**config.mk**
```make
export PLATFORM = sky130hd
export DESIGN_NAME = shift_rx
export DESIGN_NICKNAME = d
export VERILOG_FILES = /design/src/rtl/shift_rx_pkg.sv /design/src/rtl/rx_shreg.sv /design/src/rtl/shift_rx.sv
export SDC_FILE = /design/constraint.sdc
export NUM_CORES = 1
export LEC_CHECK = 0
export CORE_MARGIN = 5
export CORE_UTILIZATION = 40
export DETAILED_ROUTE_END_ITERATION = 8
export GPL_TIMING_DRIVEN = 0
export SYNTH_ARGS = -nofsm -noshare
export SYNTH_HDL_FRONTEND = slang
export SYNTH_SLANG_ARGS = --single-unit
```
**constraint.sdc**
```tcl
create_clock -name Clock -period 2.3 [get_ports Clock]
set_clock_uncertainty 0.2 [all_clocks]
set_input_delay 0.46 -clock Clock [delete_from_list [all_inputs] [get_ports Clock]]
set_output_delay 0.46 -clock Clock [all_outputs]
set_load 0.005 [all_outputs]
```
**src/rtl/shift_rx_pkg.sv**
```systemverilog
// Shared types and sizing for the shift_rx serial frame receiver.
// The optional parity feature is selected with SHIFT_RX_PARITY_EN.
package shift_rx_pkg;

  typedef enum logic [1:0] {
    IDLE   = 2'd0,
    DATA   = 2'd1,
    PARITY = 2'd2,
    STOP   = 2'd3
  } rx_state_e;

  localparam int unsigned RX_WIDTH = 4;
  localparam int unsigned RX_CNT_W = $clog2(RX_WIDTH + 1);

endpackage

```
**src/rtl/rx_shreg.sv**
```systemverilog
// Right-shifting receive register: the serial bit enters at the MSB,
// so after WIDTH shifts the first bit received sits in bit 0.
module rx_shreg #(
  parameter int unsigned WIDTH = 4
) (
  input  logic             Clock,
  input  logic             Resetn,
  input  logic             shift_en,
  input  logic             din,
  output logic [WIDTH-1:0] q
);

  always_ff @(posedge Clock or negedge Resetn) begin
    if (!Resetn) begin
      q <= '0;
    end else if (shift_en) begin
      q <= {din, q[WIDTH-1:1]};
    end
  end

endmodule

```
**src/rtl/shift_rx.sv**
```systemverilog
// LSB-first serial frame receiver with a one-entry valid/ready word buffer.
// Define SHIFT_RX_PARITY_EN to add an even-parity bit, the PARITY state and ParErr.
module shift_rx
  import shift_rx_pkg::*;
#(
  parameter int unsigned WIDTH = RX_WIDTH
) (
  input  logic             Clock,
  input  logic             Resetn,
  input  logic             w,
  input  logic             wv,
  output logic [WIDTH-1:0] Q,
  output logic             Qv,
  input  logic             Qr,
  output logic             FrameErr,
`ifdef SHIFT_RX_PARITY_EN
  output logic             ParErr,
`endif
  output logic             Overrun
);

  localparam int unsigned CNT_W = $clog2(WIDTH + 1);

  rx_state_e        state;
  logic [CNT_W-1:0] cnt;
  logic [WIDTH-1:0] sh;
  logic             shift_c;
  logic             good_c;
`ifdef SHIFT_RX_PARITY_EN
  logic             par_bad;
`endif

  assign shift_c = wv && (state == DATA);

`ifdef SHIFT_RX_PARITY_EN
  assign good_c = wv && (state == STOP) && w && !par_bad;
`else
  assign good_c = wv && (state == STOP) && w;
`endif

  rx_shreg #(.WIDTH(WIDTH)) u_shreg (
    .Clock    (Clock),
    .Resetn   (Resetn),
    .shift_en (shift_c),
    .din      (w),
    .q        (sh)
  );

  // Frame FSM, bit counter, output buffer and flags.
  always_ff @(posedge Clock or negedge Resetn) begin
    if (!Resetn) begin
      state    <= IDLE;
      cnt      <= '0;
      Q        <= '0;
      Qv       <= 1'b0;
      FrameErr <= 1'b0;
      Overrun  <= 1'b0;
`ifdef SHIFT_RX_PARITY_EN
      par_bad  <= 1'b0;
      ParErr   <= 1'b0;
`endif
    end else begin
      FrameErr <= 1'b0;
`ifdef SHIFT_RX_PARITY_EN
      ParErr   <= 1'b0;
`endif

      // A loading word takes priority over a pure consume, so Qv has no bubble.
      if (good_c) begin
        if (!Qv || Qr) begin
          Q  <= sh;
          Qv <= 1'b1;
        end else begin
          Overrun <= 1'b1;
        end
      end else if (Qv && Qr) begin
        Qv <= 1'b0;
      end

      if (wv) begin
        case (state)
          IDLE: begin
            if (!w) begin
              cnt   <= '0;
              state <= DATA;
            end
          end
          DATA: begin
            cnt <= cnt + CNT_W'(1);
            if (cnt == CNT_W'(WIDTH - 1)) begin
`ifdef SHIFT_RX_PARITY_EN
              state <= PARITY;
`else
              state <= STOP;
`endif
            end
          end
`ifdef SHIFT_RX_PARITY_EN
          PARITY: begin
            par_bad <= w ^ (^sh);
            state   <= STOP;
          end
`endif
          STOP: begin
            state <= IDLE;
            if (!w) begin
              FrameErr <= 1'b1;
            end
`ifdef SHIFT_RX_PARITY_EN
            else if (par_bad) begin
              ParErr <= 1'b1;
            end
`endif
          end
          default: state <= IDLE;
        endcase
      end
    end
  end

endmodule
```
After elaboration in Yosys (flattened, before gate mapping)
Index checks and enable logic that the tools add are counted.
- add/sub/neg operators: 1
- eq/ne operators: 6
- multiplexer cells: 11
- bitwise operators: 1
- reduce and logical (&&, ||, !) cells: 14
- operator list (operator ; number):
    1-bit two-way mux ; 6
    3-bit case mux with 2 select lines ; 1
    2-bit AND reduction ; 3
    3-bit AND reduction ; 2
    1-bit logical AND ; 4
    2-bit two-way mux ; 2
    2-bit by 1-bit != test with 1-bit output, second input constant ; 2
    2-bit case mux with 2 select lines ; 1
    2-bit nonzero test ; 2
    3-bit by 1-bit adder with 3-bit output, second input constant ; 1
    3-bit by 2-bit == test with 1-bit output, second input constant ; 1
    3-bit two-way mux ; 1
    2-bit by 1-bit == test with 1-bit output, second input constant ; 1
    2-bit == test, second input constant ; 1
    2-bit zero test ; 1
    2-bit != test, second input constant ; 1
    1-bit zero test ; 1
    1-bit logical OR ; 1
    1-bit NOT ; 1
- register bits: 16
- input bits: 5
- output and inout bits: 7
- word-level logic and storage cells: 40

Longest topological paths before layout
Gate-level depths: netlist of the first run.
- depth after elaboration: 5
- gate-level depth with buffers: 3
- depth with buffers taken out: 3

Hierarchy
From an unflattened synthesis of the first run, not the netlist that was laid out.
- cell total of the unflattened synthesis: 47
- area, all modules: 649.4 sq um
- modules (own cells, without submodules) (module ; times used ; cells each ; area each (sq um) ; seq. area each (sq um)):
    shift_rx ; 1 ; 39 ; 504.2 ; 300.3
    rx_shreg ; 1 ; 8 ; 145.1 ; 100.1

Worst setup path before layout of the first run
OpenSTA, ideal clock, no wires.
- path kind: input port to flip-flop
- from: input port wv
- to: register Q[0]
- library setup time: 0.128 ns
- arrival time: 1.128 ns
- required time: 1.972 ns
- slack: 0.844 ns
- stages on the path: 3
- buffers on the path: 0
- cell sequence: nand4_1 nor2b_2 mux2_1
- word-level cells in the longest chain between the ends: 3
- ends and longest elaborated chain (item ; line ; text):
    from (decl) ; shift_rx.sv:11 ; input logic wv,
    1-bit logical AND (2 in a row) ; shift_rx.sv:38 ; assign good_c = wv && (state == STOP) && w;
    2-bit AND reduction (no line) ; n/a ;
    to (signal assigned) ; shift_rx.sv:71 ; Q <= sh;
    to (decl) ; shift_rx.sv:12 ; output logic [WIDTH-1:0] Q,
Every way passes these cells.
A chain may end at the register's enable or synchronous reset.

Final worst setup path of the first run
Ends and elaborated chain as after synthesis.

==> flow_summary.json, run 1 <==
{
  "gp_congestion": 0.711,
  "drive_above_1_share_pct": 9.84,
  "fp.dieW_um": 49.9,
  "synth_edf_count": 0,
  "hold_buffers": 0,
  "yosysMostFrequentCell": "dfrtp_1",
  "netlist_top_cells_count": "16 x dfrtp_1, 8 x mux2_1, 3 x inv_1",
  "wl_mm": 1.06,
  "grt_overflow": 0,
  "fin_area_um2": 803,
  "p_clk_share_pct": 20.3,
  "use_met2_pct": 12.3,
  "clk-insertion-delay-late_ps": 280,
  "cts_buffers": 3,
  "relSlewSlack_pct": 53.0,
  "required_ps": 2270,
  "hold_path_class": "register to register",
  "yosys_warnings": 0,
  "grt.met1_usage_pct": 12.4,
  "ant_nets": 0,
  "dp_hpwl_um": 777,
  "synth_area_leader_cell": "dfrtp_1",
  "core_area_um2": 1510,
  "yosysUniqueCellTypes": 18,
  "grt_antenna_before_repair": 0,
  "min_from": "Q[3]",
  "switchingPower_mw": 0.252,
  "syn2layout_area_growth_pct": 26.1,
  "cts_setup_buffers": 0,
  "grt_pass1_vias": 386,
  "power_leakage_nw": 0.372,
  "cts_tree": "done",
  "vias_per_cell": 5.27,
  "setup_violations": 0,
  "p_int_mw": 0.655,
  "finalMaxSlewViolations": 0,
  "rows": 14,
  "hold_ws_ps": 290,
  "via_count": 406,
  "drv_cap": 0,
  "synth_area_um2": 637,
  "ctsRootBufferMaster": "clkbuf_4",
  "critPathKind": "input port to register",
  "ys_ff_latch": 16,
  "layout_min_cycle_time_ps": 1840,
  "peakVddDrop_uv": 501,
  "ys_async_sr_fraction_pct": 100,
  "nets": 69,
  "slowest_stage": "clkdlybuf4s50_1",
  "period_share_pct": 80.1,
  "cp.arrival_ps": 1820,
  "portBuffers": 11,
  "synth_cells": 46,
  "sw_frac_of_total_pct": 27.8,
  "tns_ps": 0,
  "top_usage_layer": "met1",
  "post-place-ws_ps": 133,
  "r2r_slack_ps": 770,
  "crit_path_start_kind": "input port",
  "yosysSeqAreaShare_pct": 62.9,
  "cp_num_buf_inv": 1,
  "cp_max_fo": 6,
  "synth_top_flop_cell": "dfrtp_1",
  "syn_area_per_cell_um2": 13.8,
  "crit_chain": "clkdlybuf4s50_1 > nand4_1 > nor2b_2 > mux2_1",
  "timing.final.ws_setup_ps": 459,
  "fill_cells": 138,
  "reg2reg_from": "state[1]",
  "ios": 12,
  "globalRouteMet3Util_pct": 3.31,
  "grt_usage_pct": 9.00,
  "clkSinkCount": 16,
  "hold_viol_final": 0,
  "status": "complete, no violations",
  "rsz0062_at_grt": "no",
  "first_pass_iters": 4,
  "cts_buffer_depth": 2,
  "fp.dieH_um": 49.9,
  "synth_fp_nets": 53,
  "wl_per_cell_um": 13.8,
  "drt_iter0_markers": 2,
  "cts-resized-gates": 0,
  "grt_max_degree": 17,
  "dieArea_um2": 2490,
  "cp-end-kind": "register",
  "drc_errors": 0,
  "max_stage_delay_ps": 560,
  "clk_pin_slew_ps": 90,
  "crit_start": "wv",
  "htree_levels": 1,
  "p_comb_share_pct": 29.1,
  "pwr-share-seq_pct": 50.6,
  "crit_family": "buffers and inverters",
  "dpl_cell_area_um2": 767,
  "p_per_area_nw_per_um2": 1130,
  "worstMarginPinSlew_ps": 703,
  "max_clock_freq_mhz": 543,
  "n_antenna_cell": 0,
  "grt_pass1_wl_mm": 1.73,
  "synthTopCellsByArea": "dfrtp_1 63%, mux2_1 14%, ha_1 3.9%",
  "initial_core_util_pct": 42.3,
  "synth_top_area_share_pct": 62.9
}
-- power groups by stage --
stage	clock network, mW	registers (mW)	logic, mW
3_5_place_dp	0	0.464	0.269
3_3_place_gp	0	0.462	0.256
2_1_floorplan	0	0.453	0.148
5_1_grt	0.201	0.477	0.289
6_report	0.184	0.459	0.264
4_1_cts	0.190	0.460	0.268
-- state kept, by name (all words and copies together), names as in the netlist --
name	cells
Overrun	1
FrameErr	1
Q	4
u_shreg.q	4
state	2
cnt	3
Qv	1
-- routing by layer --
metal,vias up,share of wire [%]
met2,14,44
met4,0,1.4
met5,-,0
li1,191,-
met1,199,46
met3,2,8.5
-- worst register-to-register path, stage by stage, from the launching register on --
cell     delay, ps
dfrtp_1        440
nand4_1        190
nor2b_2        250
mux2_1         340
-- worst paths after layout --
kind,cells after the start,endpoint
max,4,Q[0]
min,1,Q[3]
max reg2reg,3,Q[0]
min reg2reg,1,Q[3]
max in group asynchronous,1,Qv
min in group asynchronous,1,Q[1]
-- cell type report --
| class | count | area (µm²) | share of cell area (%) |
|---|---|---|---|
| clock buffers | 4 | 36.3 | 4.52 |
| inverters | 3 | 11.3 | 1.40 |
| multi-input cells | 27 | 225 | 28.0 |
| flip-flops and latches | 16 | 400 | 49.8 |
| well taps | 16 | 20.0 | 2.49 |
| repair buffers | 11 | 110 | 13.7 |
-- placed cells by master, fill, tap and decap left out, drive strengths merged --
cell	n
nand3	1
o21bai	1
nor2	1
clkdlybuf4s50	11
nand4	1
inv	3
o2bb2ai	1
a22o	2
a21oi	2
and2	1
nand2b	1
nor2b	2
mux2	9
ha	2
o21ai	1
nand2	2
clkbuf	4
dfrtp	16
-- per-stage QoR --
step | cells | utilization, % | power [mW]
3_5_place_dp | 73 | 50.9 | 0.733
3_3_place_gp | 73 | 50.9 | 0.718
6_report | 77 | 53.3 | 0.907
5_1_grt | 77 | 53.3 | 0.967
4_1_cts | 77 | 53.3 | 0.918
2_1_floorplan | 46 | - | 0.601
-- logic make-up after synthesis --
family,Yosys count,synth area share [%]
adders and majority gates,2,3.93
DFF,16,62.9
muxes,9,15.9
buffers and inverters,3,1.77
and+or+nand+nor,9,7.86
AOI/OAI and AO/OA,7,7.66
Power figures use the tool's default switching activity.
==> run 2: changes to the inputs <==
--- a/config.mk
+++ b/config.mk
@@ -9,6 +9,7 @@
 export CORE_UTILIZATION = 40
 export DETAILED_ROUTE_END_ITERATION = 8
 export GPL_TIMING_DRIVEN = 0
+export PLACE_DENSITY = 0.66
 export SYNTH_ARGS = -nofsm -noshare
 export SYNTH_HDL_FRONTEND = slang
 export SYNTH_SLANG_ARGS = --single-unit
==> constraint.sdc (replaced) <==
create_clock -name Clock -period 1.5 [get_ports Clock]
set_clock_uncertainty 0.2 [all_clocks]
set_input_delay 0.3 -clock Clock [delete_from_list [all_inputs] [get_ports Clock]]
set_output_delay 0.3 -clock Clock [all_outputs]
set_load 0.005 [all_outputs]
==> run 2 against run 1 <==
  * Non-clock buffer count increased by 4
  * Wire length increased by 3.0%
  * Total power is 51% higher
  * Die area did not move
  * Final area grew 2.8%
  * Core utilization grew 1.5 points
  * Clock power increased by 18%
==> flow_summary.json, run 2 (synthesized netlist as in run 1, its figures left out) <==
{
  "clkSinkCount": 16,
  "grt_max_degree": 17,
  "worstMarginPinSlew_ps": 704,
  "core_area_um2": 1510,
  "n_antenna_cell": 0,
  "final_cells": 80,
  "dp_hpwl_um": 754,
  "sw_frac_of_total_pct": 29.2,
  "cp-end-kind": "register",
  "crit_path_start_kind": "input port",
  "dieArea_um2": 2490,
  "p_int_mw": 0.971,
  "reg.largest.list": "Q: 4 flops, u_shreg.q: 4 flops, cnt: 3 flops",
  "grt_pass1_wl_mm": 2.00,
  "drive_above_1_share_pct": 18.8,
  "mostFrequentLayoutCells": "15 x dfrtp_1, 8 x mux2_1, 8 x dlygate4sd2_1, 4 x buf_4",
  "p_comb_share_pct": 32.6,
  "cp_max_fo": 4,
  "p_per_area_nw_per_um2": 1660,
  "drt_iter0_markers": 0,
  "fp.dieH_um": 49.9,
  "final_common_cell": "dfrtp_1",
  "grt_antenna_before_repair": 0,
  "drv_cap": 0,
  "tns_ps": 0,
  "nets": 73,
  "layout_min_cycle_time_ps": 1440,
  "dp_cells": 73,
  "setup_violations": 0,
  "critPathKind": "input port to register",
  "initial_core_util_pct": 42.3,
  "pwr-share-seq_pct": 51.6,
  "max_clock_freq_mhz": 696,
  "rows": 14,
  "cts_buffer_depth": 2,
  "cp.arrival_ps": 1400,
  "hold_viol_final": 0,
  "clk-insertion-delay-late_ps": 280,
  "p_clk_share_pct": 15.8,
  "vias_per_cell": 4.96,
  "gp_congestion": 0.692,
  "wl_per_cell_um": 13.7,
  "finalMaxSlewViolations": 0,
  "switchingPower_mw": 0.400,
  "syn2layout_area_growth_pct": 29.7,
  "portBuffers": 11,
  "power_leakage_nw": 0.423,
  "hold_buffers": 0,
  "grt_overflow": 0,
  "required_ps": 1460,
  "ctsRootBufferMaster": "clkbuf_4",
  "peakVddDrop_uv": 753,
  "fp.dieW_um": 49.9,
  "ios": 12,
  "ant_nets": 0,
  "hold_path_class": "input port to register",
  "first_pass_iters": 1,
  "wl_mm": 1.09,
  "grt_usage_pct": 10.5,
  "htree_levels": 1,
  "relSlewSlack_pct": 52.9,
  "grt_pass1_vias": 438,
  "via_count": 397,
  "clk_pin_slew_ps": 90,
  "period_share_pct": 95.8,
  "drc_errors": 0,
  "cts_buffers": 3,
  "cts_tree": "done",
  "fill_cells": 138,
  "status": "complete, no violations"
}
[run 2: changes by cell type in the layout (fill, tap and decap cells not counted)]
| cell | previous run | this run |
|---|---|---|
| dlygate4sd2_1 | 0 | 8 |
| and2_1 | 1 | 0 |
| dfrtp_1 | 16 | 15 |
| buf_4 | 0 | 4 |
| nor2b_2 | 1 | 0 |
| clkbuf_8 | 1 | 0 |
| and2_4 | 0 | 1 |
| nor2b_4 | 0 | 1 |
| nand2b_1 | 1 | 0 |
| nand2b_4 | 0 | 1 |
| dfrtp_2 | 0 | 1 |
| clkdlybuf4s50_1 | 11 | 2 |
| clkdlybuf4s15_1 | 0 | 1 |
[run 2: repair_timing]
action	4_1_cts	5_1_grt
gates cloned	0	0
pin swaps	1	1
gates resized for setup	11	3
setup buffers	1	3
setup endpoints to repair	16	7
[run 2: final timing paths]
| path | to | startpoint | slack, ps | cells after the start |
|---|---|---|---|---|
| max | Q[2] | Qr | 60 | 4 |
| min | FrameErr | w | 170 | 2 |
| max reg2reg | Q[2] | state[1] | 80 | 3 |
| min reg2reg | Q[1] | Q[1] | 290 | 1 |
| max in group asynchronous | state[0] | Resetn | 370 | 1 |
| min in group asynchronous | state[1] | Resetn | 240 | 1 |
[run 2: power groups by stage]
stage,logic (mW),registers (mW),clock network (mW)
6_report,0.447,0.707,0.217
5_1_grt,0.507,0.737,0.253
4_1_cts,0.381,0.705,0.225
3_5_place_dp,0.408,0.714,0
3_3_place_gp,0.395,0.710,0
2_1_floorplan,0.227,0.694,0
[run 2: layout make-up]
type                    count  area (µm²)  area share [%]
clock buffers               3        22.5            2.73
inverters                   3        11.3            1.36
multi-input cells          27         240            29.1
flip-flops and latches     16         402            48.6
well taps                  16        20.0            2.42
repair buffers             15         130            15.8
[run 2: per-layer routing]
metal / wire length [µm] / share of wire, % / vias to the layer above / GRT usage, %
met5: 0 / 0 / - / 0
met4: 0 / 0 / 0 / 5.24
met3: 83 / 7.6 / 0 / 4.82
met2: 497 / 46 / 9 / 13.6
met1: 512 / 47 / 192 / 14.4
li1: - / - / 196 / -
[run 2: worst max-delay path, stage by stage]
cell             delay, ps
clkdlybuf4s50_1        450
nand2b_4               120
nor2b_4                190
mux2_1                 340
[run 2: through the flow]
step | area (µm²) | utilization [%] | hold WS [ps] | total power [mW] | setup slack (ps)
finish | 826 | 54.8 | 171 | 1.37 | 63.6
global route | 826 | 54.8 | 202 | 1.50 | -1.14
CTS | 793 | 52.7 | 168 | 1.31 | 1.52
detailed placement | 767 | 50.9 | 277 | 1.12 | -506
global placement | 767 | 50.9 | 260 | 1.10 | -493
floorplan | 637 | - | -196 | 0.922 | 118
